===== config.mk =====
export PLATFORM = sky130hd
export DESIGN_NAME = des_round_core
export DESIGN_NICKNAME = d
export VERILOG_FILES = /design/src/rtl/des_pkg.sv /design/src/rtl/des_expansion.sv /design/src/rtl/des_round_core.sv
export SDC_FILE = /design/constraint.sdc
export NUM_CORES = 1
export LEC_CHECK = 0
export BUFFER_PORTS_ARGS = -buffer_cell sky130_fd_sc_hd__buf_4
export CORE_AREA = 8 8 149 151
export CTS_CLUSTER_SIZE = 24
export DETAILED_ROUTE_END_ITERATION = 8
export DIE_AREA = 0 0 157 159
export PLACE_DENSITY = 0.62
export SKIP_CTS_REPAIR_TIMING = 1
export SYNTH_ARGS = -nofsm -noshare
export SYNTH_HDL_FRONTEND = slang
export SYNTH_HIERARCHICAL = 1
export SYNTH_SLANG_ARGS = --single-unit

===== constraint.sdc =====
create_clock -name clk -period 2 [get_ports clk]
set_input_delay 0.4 -clock clk [delete_from_list [all_inputs] [get_ports clk]]
set_output_delay 0.4 -clock clk [all_outputs]
set_load 0.02 [all_outputs]

===== src/rtl/des_pkg.sv =====
// DES round-core shared definitions: permutation tables (1-based DES bit numbers),
// round count default, datapath typedefs and the round-control state encoding.
package des_pkg;

  localparam int unsigned DES_ROUNDS = 16;

  typedef logic [31:0] half_t;
  typedef logic [47:0] exp_t;
  typedef logic [55:0] key56_t;

  typedef enum logic [1:0] {StIdle, StBusy, StDone} des_state_e;

  // Entry n-1 names the source DES bit for output DES bit n.
  localparam int unsigned IP_TABLE [64] = '{
    58, 50, 42, 34, 26, 18, 10, 2,
    60, 52, 44, 36, 28, 20, 12, 4,
    62, 54, 46, 38, 30, 22, 14, 6,
    64, 56, 48, 40, 32, 24, 16, 8,
    57, 49, 41, 33, 25, 17,  9, 1,
    59, 51, 43, 35, 27, 19, 11, 3,
    61, 53, 45, 37, 29, 21, 13, 5,
    63, 55, 47, 39, 31, 23, 15, 7
  };

  localparam int unsigned FP_TABLE [64] = '{
    40, 8, 48, 16, 56, 24, 64, 32,
    39, 7, 47, 15, 55, 23, 63, 31,
    38, 6, 46, 14, 54, 22, 62, 30,
    37, 5, 45, 13, 53, 21, 61, 29,
    36, 4, 44, 12, 52, 20, 60, 28,
    35, 3, 43, 11, 51, 19, 59, 27,
    34, 2, 42, 10, 50, 18, 58, 26,
    33, 1, 41,  9, 49, 17, 57, 25
  };

  localparam int unsigned E_TABLE [48] = '{
    32,  1,  2,  3,  4,  5,
     4,  5,  6,  7,  8,  9,
     8,  9, 10, 11, 12, 13,
    12, 13, 14, 15, 16, 17,
    16, 17, 18, 19, 20, 21,
    20, 21, 22, 23, 24, 25,
    24, 25, 26, 27, 28, 29,
    28, 29, 30, 31, 32,  1
  };

endpackage


===== src/rtl/des_expansion.sv =====
// DES E-expansion: 32-bit half to 48 bits, duplicating the edge bits of each 4-bit group.
module des_expansion
  import des_pkg::*;
(
  input  half_t i_half,
  output exp_t  o_exp
);

  // DES bit n lives at vector index [W-n].
  for (genvar n = 1; n <= 48; n++) begin : g_e
    localparam int unsigned Src = 32 - E_TABLE[n-1];
    assign o_exp[6'(48 - n)] = i_half[5'(Src)];
  end

endmodule


===== src/rtl/des_round_core.sv =====
// Registered DES round-state datapath: IP on load, Feistel swap per step using an
// externally computed f(R,K), E-expansion of R and the final block output.
// Optional feature macro: DES_FINAL_PERM_EN (applies FP to the swapped preoutput).
module des_round_core
  import des_pkg::*;
#(
  parameter int unsigned ROUNDS = DES_ROUNDS
) (
  input  logic        clk,
  input  logic        rst_n,
  input  logic        load,
  input  logic [63:0] block_in,
  input  key56_t      key_in,
  input  logic        step,
  input  half_t       f_in,
  output half_t       l_out,
  output half_t       r_out,
  output exp_t        e_out,
  output key56_t      key_out,
  output logic [4:0]  round,
  output logic        busy,
  output logic        done,
  output logic [63:0] block_out
);

  localparam logic [4:0] RoundLast = 5'(ROUNDS - 1);

  des_state_e r_state;
  des_state_e w_state_d;
  half_t      r_l;
  half_t      r_r;
  key56_t     r_key;
  logic [4:0] r_round;
  logic [63:0] w_ip;
  logic [63:0] w_preout;
  logic        w_step;

  for (genvar n = 1; n <= 64; n++) begin : g_ip
    localparam int unsigned Src = 64 - IP_TABLE[n-1];
    assign w_ip[6'(64 - n)] = block_in[6'(Src)];
  end

  // load has priority; steps only count while a block is in flight.
  assign w_step = step && (r_state == StBusy) && !load;

  // Round-control next state.
  always_comb begin
    w_state_d = r_state;
    unique case (r_state)
      StIdle: if (load) w_state_d = StBusy;
      StBusy: begin
        if (load) w_state_d = StBusy;
        else if (step && (r_round == RoundLast)) w_state_d = StDone;
      end
      StDone: if (load) w_state_d = StBusy;
      default: w_state_d = StIdle;
    endcase
  end

  // Round-control state register.
  always_ff @(posedge clk or negedge rst_n) begin
    if (!rst_n) r_state <= StIdle;
    else        r_state <= w_state_d;
  end

  // Block/key capture and Feistel swap; state holds once done.
  always_ff @(posedge clk or negedge rst_n) begin
    if (!rst_n) begin
      r_l     <= '0;
      r_r     <= '0;
      r_key   <= '0;
      r_round <= '0;
    end else if (load) begin
      r_l     <= w_ip[63:32];
      r_r     <= w_ip[31:0];
      r_key   <= key_in;
      r_round <= '0;
    end else if (w_step) begin
      r_l     <= r_r;
      r_r     <= r_l ^ f_in;
      r_round <= r_round + 5'd1;
    end
  end

  des_expansion u_expansion (
    .i_half (r_r),
    .o_exp  (e_out)
  );

  assign w_preout = {r_r, r_l};

`ifdef DES_FINAL_PERM_EN
  for (genvar n = 1; n <= 64; n++) begin : g_fp
    localparam int unsigned Src = 64 - FP_TABLE[n-1];
    assign block_out[6'(64 - n)] = w_preout[6'(Src)];
  end
`else
  assign block_out = w_preout;
`endif

  assign l_out   = r_l;
  assign r_out   = r_r;
  assign key_out = r_key;
  assign round   = r_round;
  assign busy    = (r_state == StBusy);
  assign done    = (r_state == StDone);

endmodule


==> summary.txt, run 1 <==
WP buf/inv: 1
power density over the cells: 987.9 nW/um^2
Die Width: 157 um
I/O Buffers: 346
largest net degree at the start of global routing: 72
I/O pins: 395
Max rail drop VDD: 0.0005122 V
Int Pwr: 0.005876 W
async set-reset flop share out of synthesis: 100.0%
sequential fraction of the synthesis area: 50.88%
synthesized flop and latch total: 127
share of cells above drive strength 1: 61.45%
distinct cell type count after synthesis: 30
total die area: 24960 sq um
H-tree Lvls: 4
Routed Antenna Nets: 0
CP max-delay cell: dfrtp_1
worst-path maximum fanout: 6
hpwl dp: 13660 um
Setup Viol. Count Final: 0
most common cell in the netlist: dfrtp_1
CTS Buffer Depth: 2
leak pwr: 4.467 nW
Post-synth top flop: dfrtp_1
Reg power frac: 36.3%
GRT Total Usage: 13.76%
RSZ-0062 raised after global routing: false
list of most frequent post-synthesis cells: dfrtp_1 (127), buf_4 (113), mux2_2 (87)
Clk network pwr share: 34.6%
M1 GR Usage: 14.03%
Fin. Hold Viols: 0
hold crit path type: input port to register
EDFF count, synth: 0
DRC Markers: 0
top cell type by total area after synthesis: dfrtp_1
Post-Syn Area: 6246 sq um
Ys Warns: 102
final setup TNS: 0 ns
Vias: 4439
Max Freq: 630.0 MHz
path depth of the worst reg2reg path: 4
delay-heaviest family, CP: flip-flops
Req. time, crit path: 1.60 ns
Slew headroom: 65.67%
Fill cells: 1859
Worst path max stage delay: 0.41 ns
Final WS setup: 0.4128 ns
Worst Hold Depth: 3
CTS tree: built
Syn Area/Cell: 12.37 sq um
first-pass GRT wire length: 26880 um
worst setup path class: register to primary output
Final nets: 918
Multi-input gate area: 2106 sq um
routed len/inst: 17.07 um
Yosys top cell area share: 50.88%
final core occ: 45.08%
Final Instance Area: 8945 sq um
top post-synthesis cells by area: dfrtp_1 (51%), mux2_2 (16%), buf_4 (14%)
GR peak layer: met2
diodes inserted: 0
RD Place Congestion: 0.7739
period utilization: 79.36%
CTS sink cnt: 127
DRT Pass-1 Iters: 4
Setup crit end kind: primary output
cells after synthesis: 505
CTS Root Cell: clkbuf_16
FP Rows: 52
Die Y: 159 um
CTS clk-pin slew, worst paths: 0.06 ns
vias per cell: 4.256
area delta synth->final: 43.21%
final clock skew: 0.009390 ns
vias in the first global route: 4758
Slew Limit Fails: 0
grt total ovfl: 0
Core Footprint: 19840 sq um
Register Area: 3178 sq um
sw power: 0.002961 W
CP Launch Type: register
maxcap violations: 0
Place WS: 0.3189 ns
Comb power frac: 29.1%
global routing usage on met2: 23.58%
status: finished clean
GR Util met3: 8.225%
Worst EP arrival: 1.19 ns
Placed Area: 8349 sq um
Crit path depth: 2
minimum clock period after layout: 1.587 ns
Starting DRT DRC Count: 90
worst skew pair latency: 0.41 ns
Critical Path, Cell by Cell: and2b_1 -> buf_4
initial core utilization: 31.48%
initial antenna violation count: 0
Hold Slack: 0.2010 ns
WL final: 17810 um
TritonCTS buffer count: 17
Switching Fraction: 33.50%
Worst Max-Slew Pin Slew: 0.5149 ns
registers in the layout (all words and copies together) (netlist names):
signal	flops
l_out	32
key_out	56
r_out	32
round	5
r_state	2
final timing paths:
path,startpoint,endpoint,slack (ns)
setup / recovery,r_state[0],done,0.41
hold / removal,block_in[19],r_out[13],0.20
setup reg to reg,r_state[1],r_out[14],0.42
hold reg to reg,r_state[1],r_state[0],0.50
max in group asynchronous,rst_n,l_out[28],1.10
min in group asynchronous,rst_n,key_out[26],0.53
through the flow:
| stage | power (W) | std cells |
|---|---|---|
| after global routing | 0.009295 | 1043 |
| after detailed placement | 0.005869 | 1010 |
| final | 0.008837 | 1043 |
| after global placement | 0.005840 | 1010 |
| after CTS | 0.009021 | 1042 |
| after floorplan | 0.004884 | 520 |
per-layer routing:
layer / part of all wire, % / wire length [um]
met1: 35 / 6240
met2: 50 / 8925
met3: 14 / 2537
met4: 0.57 / 101
met5: 0 / 0
cell type report:
type | instances | area share, %
Sequential cell | 127 | 35.53
Timing Repair Buffer | 355 | 30.52
Multi-Input combinational cell | 257 | 23.54
Clock buffer | 18 | 4.910
Tap cell | 270 | 3.777
Clock inverter | 14 | 1.637
Inverter | 2 | 0.08393
kinds of logic (layout without fill, tap and decap cells):
kind of cell	count (synthesis)	count (layout)	synth area share, %
buf+inv	136	389	16.33
flops	127	127	50.88
mux	121	121	21.15
simple gates	46	46	3.265
compound gates	38	38	3.145
xor+xnor	34	34	4.768
fa+ha+maj	2	2	0.4006
other cells	1	16	0.06004
worst min-delay path, cell delays in order:
cell and delay [ns]:
buf_4 0.08, nand2_1 0.04, o21ai_0 0.05
power groups by stage:
stage / Clock (W) / Combinational, W / Sequential [W]
global placement: 0 / 0.00259 / 0.00325
global route: 0.00331 / 0.00272 / 0.00327
finish: 0.00306 / 0.00257 / 0.00321
CTS: 0.00319 / 0.00261 / 0.00322
detailed placement: 0 / 0.00261 / 0.00326
floorplan: 0 / 0.00132 / 0.00356
placed cells by master, fill, tap and decap left out:
| master | Yosys | routed |
|---|---|---|
| a211oi_1 | 1 | 1 |
| a21o_1 | 1 | 1 |
| a21oi_1 | 3 | 3 |
| a31oi_1 | 1 | 1 |
| and2b_1 | 2 | 2 |
| and3_1 | 2 | 2 |
| and3b_2 | 0 | 1 |
| buf_12 | 2 | 5 |
| buf_4 | 113 | 349 |
| bufinv_16 | 0 | 1 |
| clkbuf_16 | 0 | 17 |
| clkbuf_8 | 1 | 1 |
| clkinv_4 | 0 | 3 |
| clkinvlp_4 | 0 | 2 |
| conb_1 | 1 | 16 |
| dfrtp_1 | 127 | 127 |
| dlygate4sd3_1 | 0 | 1 |
| ha_1 | 2 | 2 |
| inv_1 | 2 | 2 |
| inv_6 | 0 | 6 |
| inv_8 | 0 | 2 |
| mux2_1 | 1 | 1 |
| mux2_2 | 87 | 87 |
| mux2i_1 | 33 | 33 |
| nand2_1 | 33 | 33 |
| nand3_1 | 1 | 1 |
| nand4b_1 | 1 | 1 |
| nor2_1 | 5 | 5 |
| nor2_4 | 1 | 1 |
| o21ai_0 | 18 | 18 |
| o21ai_1 | 14 | 14 |
| xnor2_1 | 1 | 1 |
| xor2_1 | 33 | 33 |
Power figures use the tool's default switching activity.
==> run 2: changes to the inputs <==
Settings changed: ABC_AREA from default to 1, CORE_AREA 8 8 149 151 to 8 8 147 149, DIE_AREA 0 0 157 159 to 0 0 155 157, PLACE_DENSITY 0.62 to 0.65.
Clock period 2 ns to 1.6 ns, I/O delays scaled along.
==> run 2 against run 1 <==
  * Clock skew decreased by 0.0025 ns
  * Via count increased by 26%
  * Synthesized area increased by 2.0%
  * Cell area increased by 2.3%
  * Non-clock buffer count increased by 6
  * Die area decreased by 2.5%
  * Wire length increased by 13%
  * First-iteration DRC count increased to 2.8 times the previous value
  * Highest routed layer unchanged
  * Critical path depth increased by 2
  * Sequential power increased by 31%
  * Total power increased by 37%
  * Largest cell class unchanged
  * Worst setup slack got worse by 0.33 ns
  * Critical path type unchanged
==> summary.txt, run 2 <==
H-tree Lvls: 4
CTS tree: built
GR Util met3: 8.637%
hold crit path type: input port to register
Hold Startpoint: key_in[50]
commonest non-fill, non-tap cell in the layout: nand2_1
path depth of the worst reg2reg path: 7
Starting DRT DRC Count: 249
Max Freq: 659.9 MHz
Critical R2R Launch: round[0]
vias in the first global route: 5699
Max rail drop VDD: 0.0006673 V
CTS Root Cell: clkbuf_16
Ys Warns: 102
hpwl dp: 15070 um
GRT Total Usage: 15.98%
Synth Area in Compound Gates: 1.650%
cells after synthesis: 778
area delta synth->final: 43.70%
Adder-Cell Fraction of Synth Area: 0.3928%
first-pass GRT wire length: 30760 um
worst setup path class: register to primary output
setup slack, reg-to-reg: 0.25 ns
Setup Viol. Count Final: 0
Largest register FFs: 56
maxcap violations: 0
Final Instance Area: 9155 sq um
M1 GR Usage: 17.64%
Core Footprint: 19210 sq um
TritonCTS buffer count: 17
total die area: 24340 sq um
grt total ovfl: 0
global routing usage on met2: 26.06%
Critical Path End: busy
placed cell count: 1276
Die Width: 155 um
final clock skew: 0.006927 ns
list of most frequent post-synthesis cells: nand2_1 (357), dfrtp_1 (127), buf_4 (113)
FF-to-FF End: round[4]
Slew Limit Fails: 0
launch point of the worst path: r_state[1]
most common cell in the netlist: nand2_1
status: finished clean
Placed Area: 8531 sq um
period utilization: 94.71%
vias per cell: 4.269
GR peak layer: met2
Yosys top cell area share: 49.88%
Post-Syn Area: 6371 sq um
post-synthesis mux area share: 0%
sequential fraction of the synthesis area: 49.88%
Worst EP arrival: 1.20 ns
distinct cell type count after synthesis: 24
FP Rows: 51
CTS sink cnt: 127
diodes inserted: 0
RD Place Congestion: 0.7652
power density over the cells: 1325 nW/um^2
Hold Slack: 0.1016 ns
initial antenna violation count: 0
CTS clk-pin slew, worst paths: 0.06 ns
DRT Pass-1 Iters: 6
synthesized flop and latch total: 127
Post-Synth XOR/XNOR Area: 2.337%
largest net degree at the start of global routing: 59
CTS Buffer Depth: 2
I/O Buffers: 346
DRC Markers: 0
worst-path maximum fanout: 3
Final nets: 1189
top cell type by total area after synthesis: dfrtp_1
worst skew pair latency: 0.41 ns
Syn Area/Cell: 8.189 sq um
I/O pins: 395
Synth Area in Simple Gates: 27.26%
Die Y: 157 um
routed len/inst: 15.36 um
leak pwr: 5.095 nW
async set-reset flop share out of synthesis: 100.0%
Fin. Hold Viols: 0
Post-synth top flop: dfrtp_1
Final Non-Filler Cells: 1308
share of cells above drive strength 1: 38.73%
leading cell types in the layout, fill and taps excluded: nand2_1 (357), buf_4 (350), dfrtp_1 (127), nand3_1 (49), inv_1 (34)
Vias: 5584
CP Launch Type: register
combinational family with the most area after synthesis: simple AND/OR/NAND/NOR gates
top post-synthesis cells by area: dfrtp_1 (50%), nand2_1 (21%), buf_4 (13%)
Setup crit end kind: primary output
minimum clock period after layout: 1.515 ns
EDFF count, synth: 0
Req. time, crit path: 1.28 ns
WL final: 20100 um
initial core utilization: 33.17%
Routed Antenna Nets: 0
==> run 2: power by group <==
part	leakage (nW)	internal, W	switching, W
logic	3.26	0.00166	0.00225
registers	1.55	0.00367	0.000538
clock network	0.293	0.00248	0.00154
==> run 2: worst min-delay path by stage <==
stage                   to  slack (ns)  cells after the start
5_1_grt        key_out[44]        0.08                      3
3_5_place_dp     r_out[11]        0.25                      1
3_3_place_gp     r_out[11]        0.25                      1
4_1_cts          r_out[11]       -0.20                      1
2_1_floorplan   key_out[0]        0.02                      0
6_report       key_out[50]        0.10                      3
==> run 2: kinds of logic (layout without fill, tap and decap cells) <==
kind of cell,Yosys count,after routing
other,1,16
adder cells (fa/ha/maj),2,2
AND/OR/NAND/NOR,432,432
flip-flops,127,127
buffers and inverters,179,429
XOR/XNOR,17,17
AO/OA/AOI/OAI,20,20
==> run 2: area by class of cell <==
cell class	count	area, sq um
clock inverters	14	182.7
repair buffers	361	2820
multi-input cells	487	2078
flip-flops and latches	127	3178
fillers	1866	10050
well taps	265	331.6
clock buffers	17	425.4
inverters	37	138.9
==> run 2: layer usage <==
layer | up-vias | routed length, um
met1 | 2565 | 7876
met3 | 20 | 2436
met2 | 251 | 9473
li1 | 2748 | -
met4 | 0 | 310
met5 | - | 0
==> run 2: metrics by stage <==
step	util [%]	setup slack [ns]	power, W	setup TNS, ns
floorplan	-	0.2598	0.006726	0
global placement	44.41	0.2795	0.008162	0
detailed placement	44.41	0.2575	0.008223	0
CTS	47.58	0.01831	0.01234	0
global route	47.66	-0.007073	0.01281	-0.007073
finish	47.66	0.08471	0.01213	0
==> run 2: worst max-delay path, cell delays in order (launching register included) <==
cell and delay, ns:
dfrtp_1 0.37, inv_1 0.11, nand2_1 0.08, inv_2 0.08, buf_6 0.14
==> run 3: changes to the inputs <==
Settings changed: PLACE_DENSITY 0.65 to 0.66, SYNTH_HIERARCHICAL 1 to default.
==> run 3 against run 2 <==
  * Cell area is 1.4% higher
  * Wire length stayed put
  * Count of clock-buffer cells in the layout is 2 higher
  * Critical path type unchanged
  * Largest cell class unchanged
  * Critical endpoint is now done
  * Highest routed layer unchanged
  * Sequential share of layout area is 0.50 points lower
  * Maximum frequency is 0.53% higher
  * Synthesized cell count is 6.7% higher
  * Critical path depth stayed put
==> summary.txt, run 3 <==
Post-Syn Area: 6545 sq um
Reg power frac: 34.9%
Fin. Hold Viols: 0
first-pass GRT wire length: 31180 um
RD Place Congestion: 0.7461
maxcap violations: 0
Max Freq: 663.5 MHz
Die Width: 155 um
commonest non-fill, non-tap cell in the layout: buf_4
Ys Warns: 48
I/O Buffers: 346
EDFF count, synth: 0
DRC Markers: 0
worst-path maximum fanout: 4
Final Instance Area: 9288 sq um
area delta synth->final: 41.90%
H-tree Lvls: 4
minimum clock period after layout: 1.507 ns
global routing usage on met2: 26.76%
CTS Buffer Depth: 2
vias in the first global route: 5819
Slew Limit Fails: 0
synthesized flop and latch total: 127
period utilization: 94.20%
Placed Area: 8706 sq um
Int Pwr: 0.007637 W
Starting DRT DRC Count: 201
power density over the cells: 1303 nW/um^2
Post-synth top flop: dfrtp_1
WL final: 20100 um
most common cell in the netlist: nand2_1
Switching Fraction: 36.91%
Vias: 5796
sequential fraction of the synthesis area: 48.56%
total die area: 24340 sq um
CTS clk-pin slew, worst paths: 0.06 ns
DRT Pass-1 Iters: 4
final setup TNS: 0 ns
vias per cell: 4.271
final core occ: 48.36%
CP Launch Type: register
setup slack, reg-to-reg: 0.27 ns
Syn Area/Cell: 7.886 sq um
GRT Total Usage: 16.05%
top cell type by total area after synthesis: dfrtp_1
diodes inserted: 0
Core Footprint: 19210 sq um
GR Util met3: 8.445%
async set-reset flop share out of synthesis: 100.0%
Yosys top cell area share: 48.56%
routed len/inst: 14.81 um
Max rail drop VDD: 0.0007119 V
TritonCTS buffer count: 17
Place WS: 0.2886 ns
top post-synthesis cells by area: dfrtp_1 (49%), nand2_1 (20%), buf_4 (13%)
CTS Root Cell: clkbuf_16
RSZ-0062 raised after global routing: false
final clock skew: 0.009333 ns
initial antenna violation count: 0
Final WS setup: 0.09277 ns
Worst EP arrival: 1.19 ns
worst setup path class: register to primary output
largest net degree at the start of global routing: 60
sw power: 0.004467 W
Fill cells: 1921
hold crit path type: input port to register
distinct cell type count after synthesis: 21
leak pwr: 5.241 nW
Setup Viol. Count Final: 0
Largest register FFs: 56
Comb power frac: 34.1%
hpwl dp: 15430 um
Setup crit end kind: primary output
worst skew pair latency: 0.41 ns
CTS tree: built
M1 GR Usage: 17.82%
CTS sink cnt: 127
list of most frequent post-synthesis cells: nand2_1 (342), dfrtp_1 (127), buf_4 (117)
FP Rows: 51
Req. time, crit path: 1.28 ns
share of cells above drive strength 1: 38.92%
I/O pins: 395
Die Y: 157 um
leading cell types in the layout, fill and taps excluded: buf_4 (350), nand2_1 (342), dfrtp_1 (127), inv_1 (68), nand3_1 (64)
grt total ovfl: 0
Tot Pwr: 0.01210 W
status: finished clean
Routed Antenna Nets: 0
cells after synthesis: 830
Clk network pwr share: 31.1%
GR peak layer: met2
Final nets: 1237
initial core utilization: 34.08%
==> run 3: cell types whose count changed after synthesis, moves of 8 or more <==
| cell | previous run | this run |
|---|---|---|
| o21ai_0 | 17 | 33 |
| or2_2 | 6 | 31 |
| inv_1 | 35 | 68 |
| nand2_1 | 357 | 342 |
| nand3_1 | 49 | 64 |
| clkbuf_1 | 1 | 9 |
| xor2_1 | 17 | 1 |
| or2_0 | 9 | 0 |
==> run 3: layer usage <==
metal	vias to the layer above	routed length [um]	part of all wire [%]
li1	2888	-	-
met1	2657	7778	39
met2	239	9748	49
met3	12	2423	12
met4	0	147	0.73
met5	-	0	0
==> run 3: worst max-delay path, cell delays in order, from the launching register on <==
cell and delay (ns):
dfrtp_1 0.42, inv_1 0.09, nand2_1 0.05, inv_1 0.07, buf_4 0.15
==> run 3: cells by family (layout without fill, tap and decap cells) <==
family	Yosys count	after routing	synth area share [%]
buffers and inverters	215	462	19.73
adder cells (fa/ha/maj)	2	2	0.3823
AND/OR/NAND/NOR	448	448	28.31
other	1	16	0.05730
XOR/XNOR	1	1	0.1338
flip-flops	127	127	48.56
AO/OA/AOI/OAI	36	36	2.829
==> run 3: metrics by stage <==
stage                     hold WS [ns]  std cells
after CTS                      -0.1899       1356
after global placement          0.2647       1324
final                          0.09984       1357
after detailed placement        0.2657       1324
after floorplan                0.02441        845
after global routing           0.08287       1357
==> run 3: final timing paths <==
kind,from,endpoint,cells past startpoint
max,r_state[0],done,4
min,key_in[2],key_out[2],3
max reg2reg,round[0],round[4],7
min reg2reg,key_out[11],key_out[11],2
max in group asynchronous,rst_n,key_out[52],3
min in group asynchronous,rst_n,key_out[28],2
==> run 3: final cells by class <==
type / instances / area (sq um) / share of cell area, %
multi-input combinational: 503 / 2132 / 22.96
inverter: 70 / 265.3 / 2.856
sequential: 127 / 3178 / 34.22
timing repair buffer: 360 / 2809 / 30.24
clock inverter: 13 / 128.9 / 1.388
tap: 265 / 331.6 / 3.570
clock buffer: 19 / 442.9 / 4.769
==> run 3: power by group through the flow <==
stage / clock network (W) / registers, W / logic, W
5_1_grt: 0.00399 / 0.00431 / 0.00444
6_report: 0.00376 / 0.00422 / 0.00412
4_1_cts: 0.00388 / 0.00423 / 0.00419
3_5_place_dp: 0 / 0.00428 / 0.00419
2_1_floorplan: 0 / 0.00473 / 0.00217
3_3_place_gp: 0 / 0.00427 / 0.00414
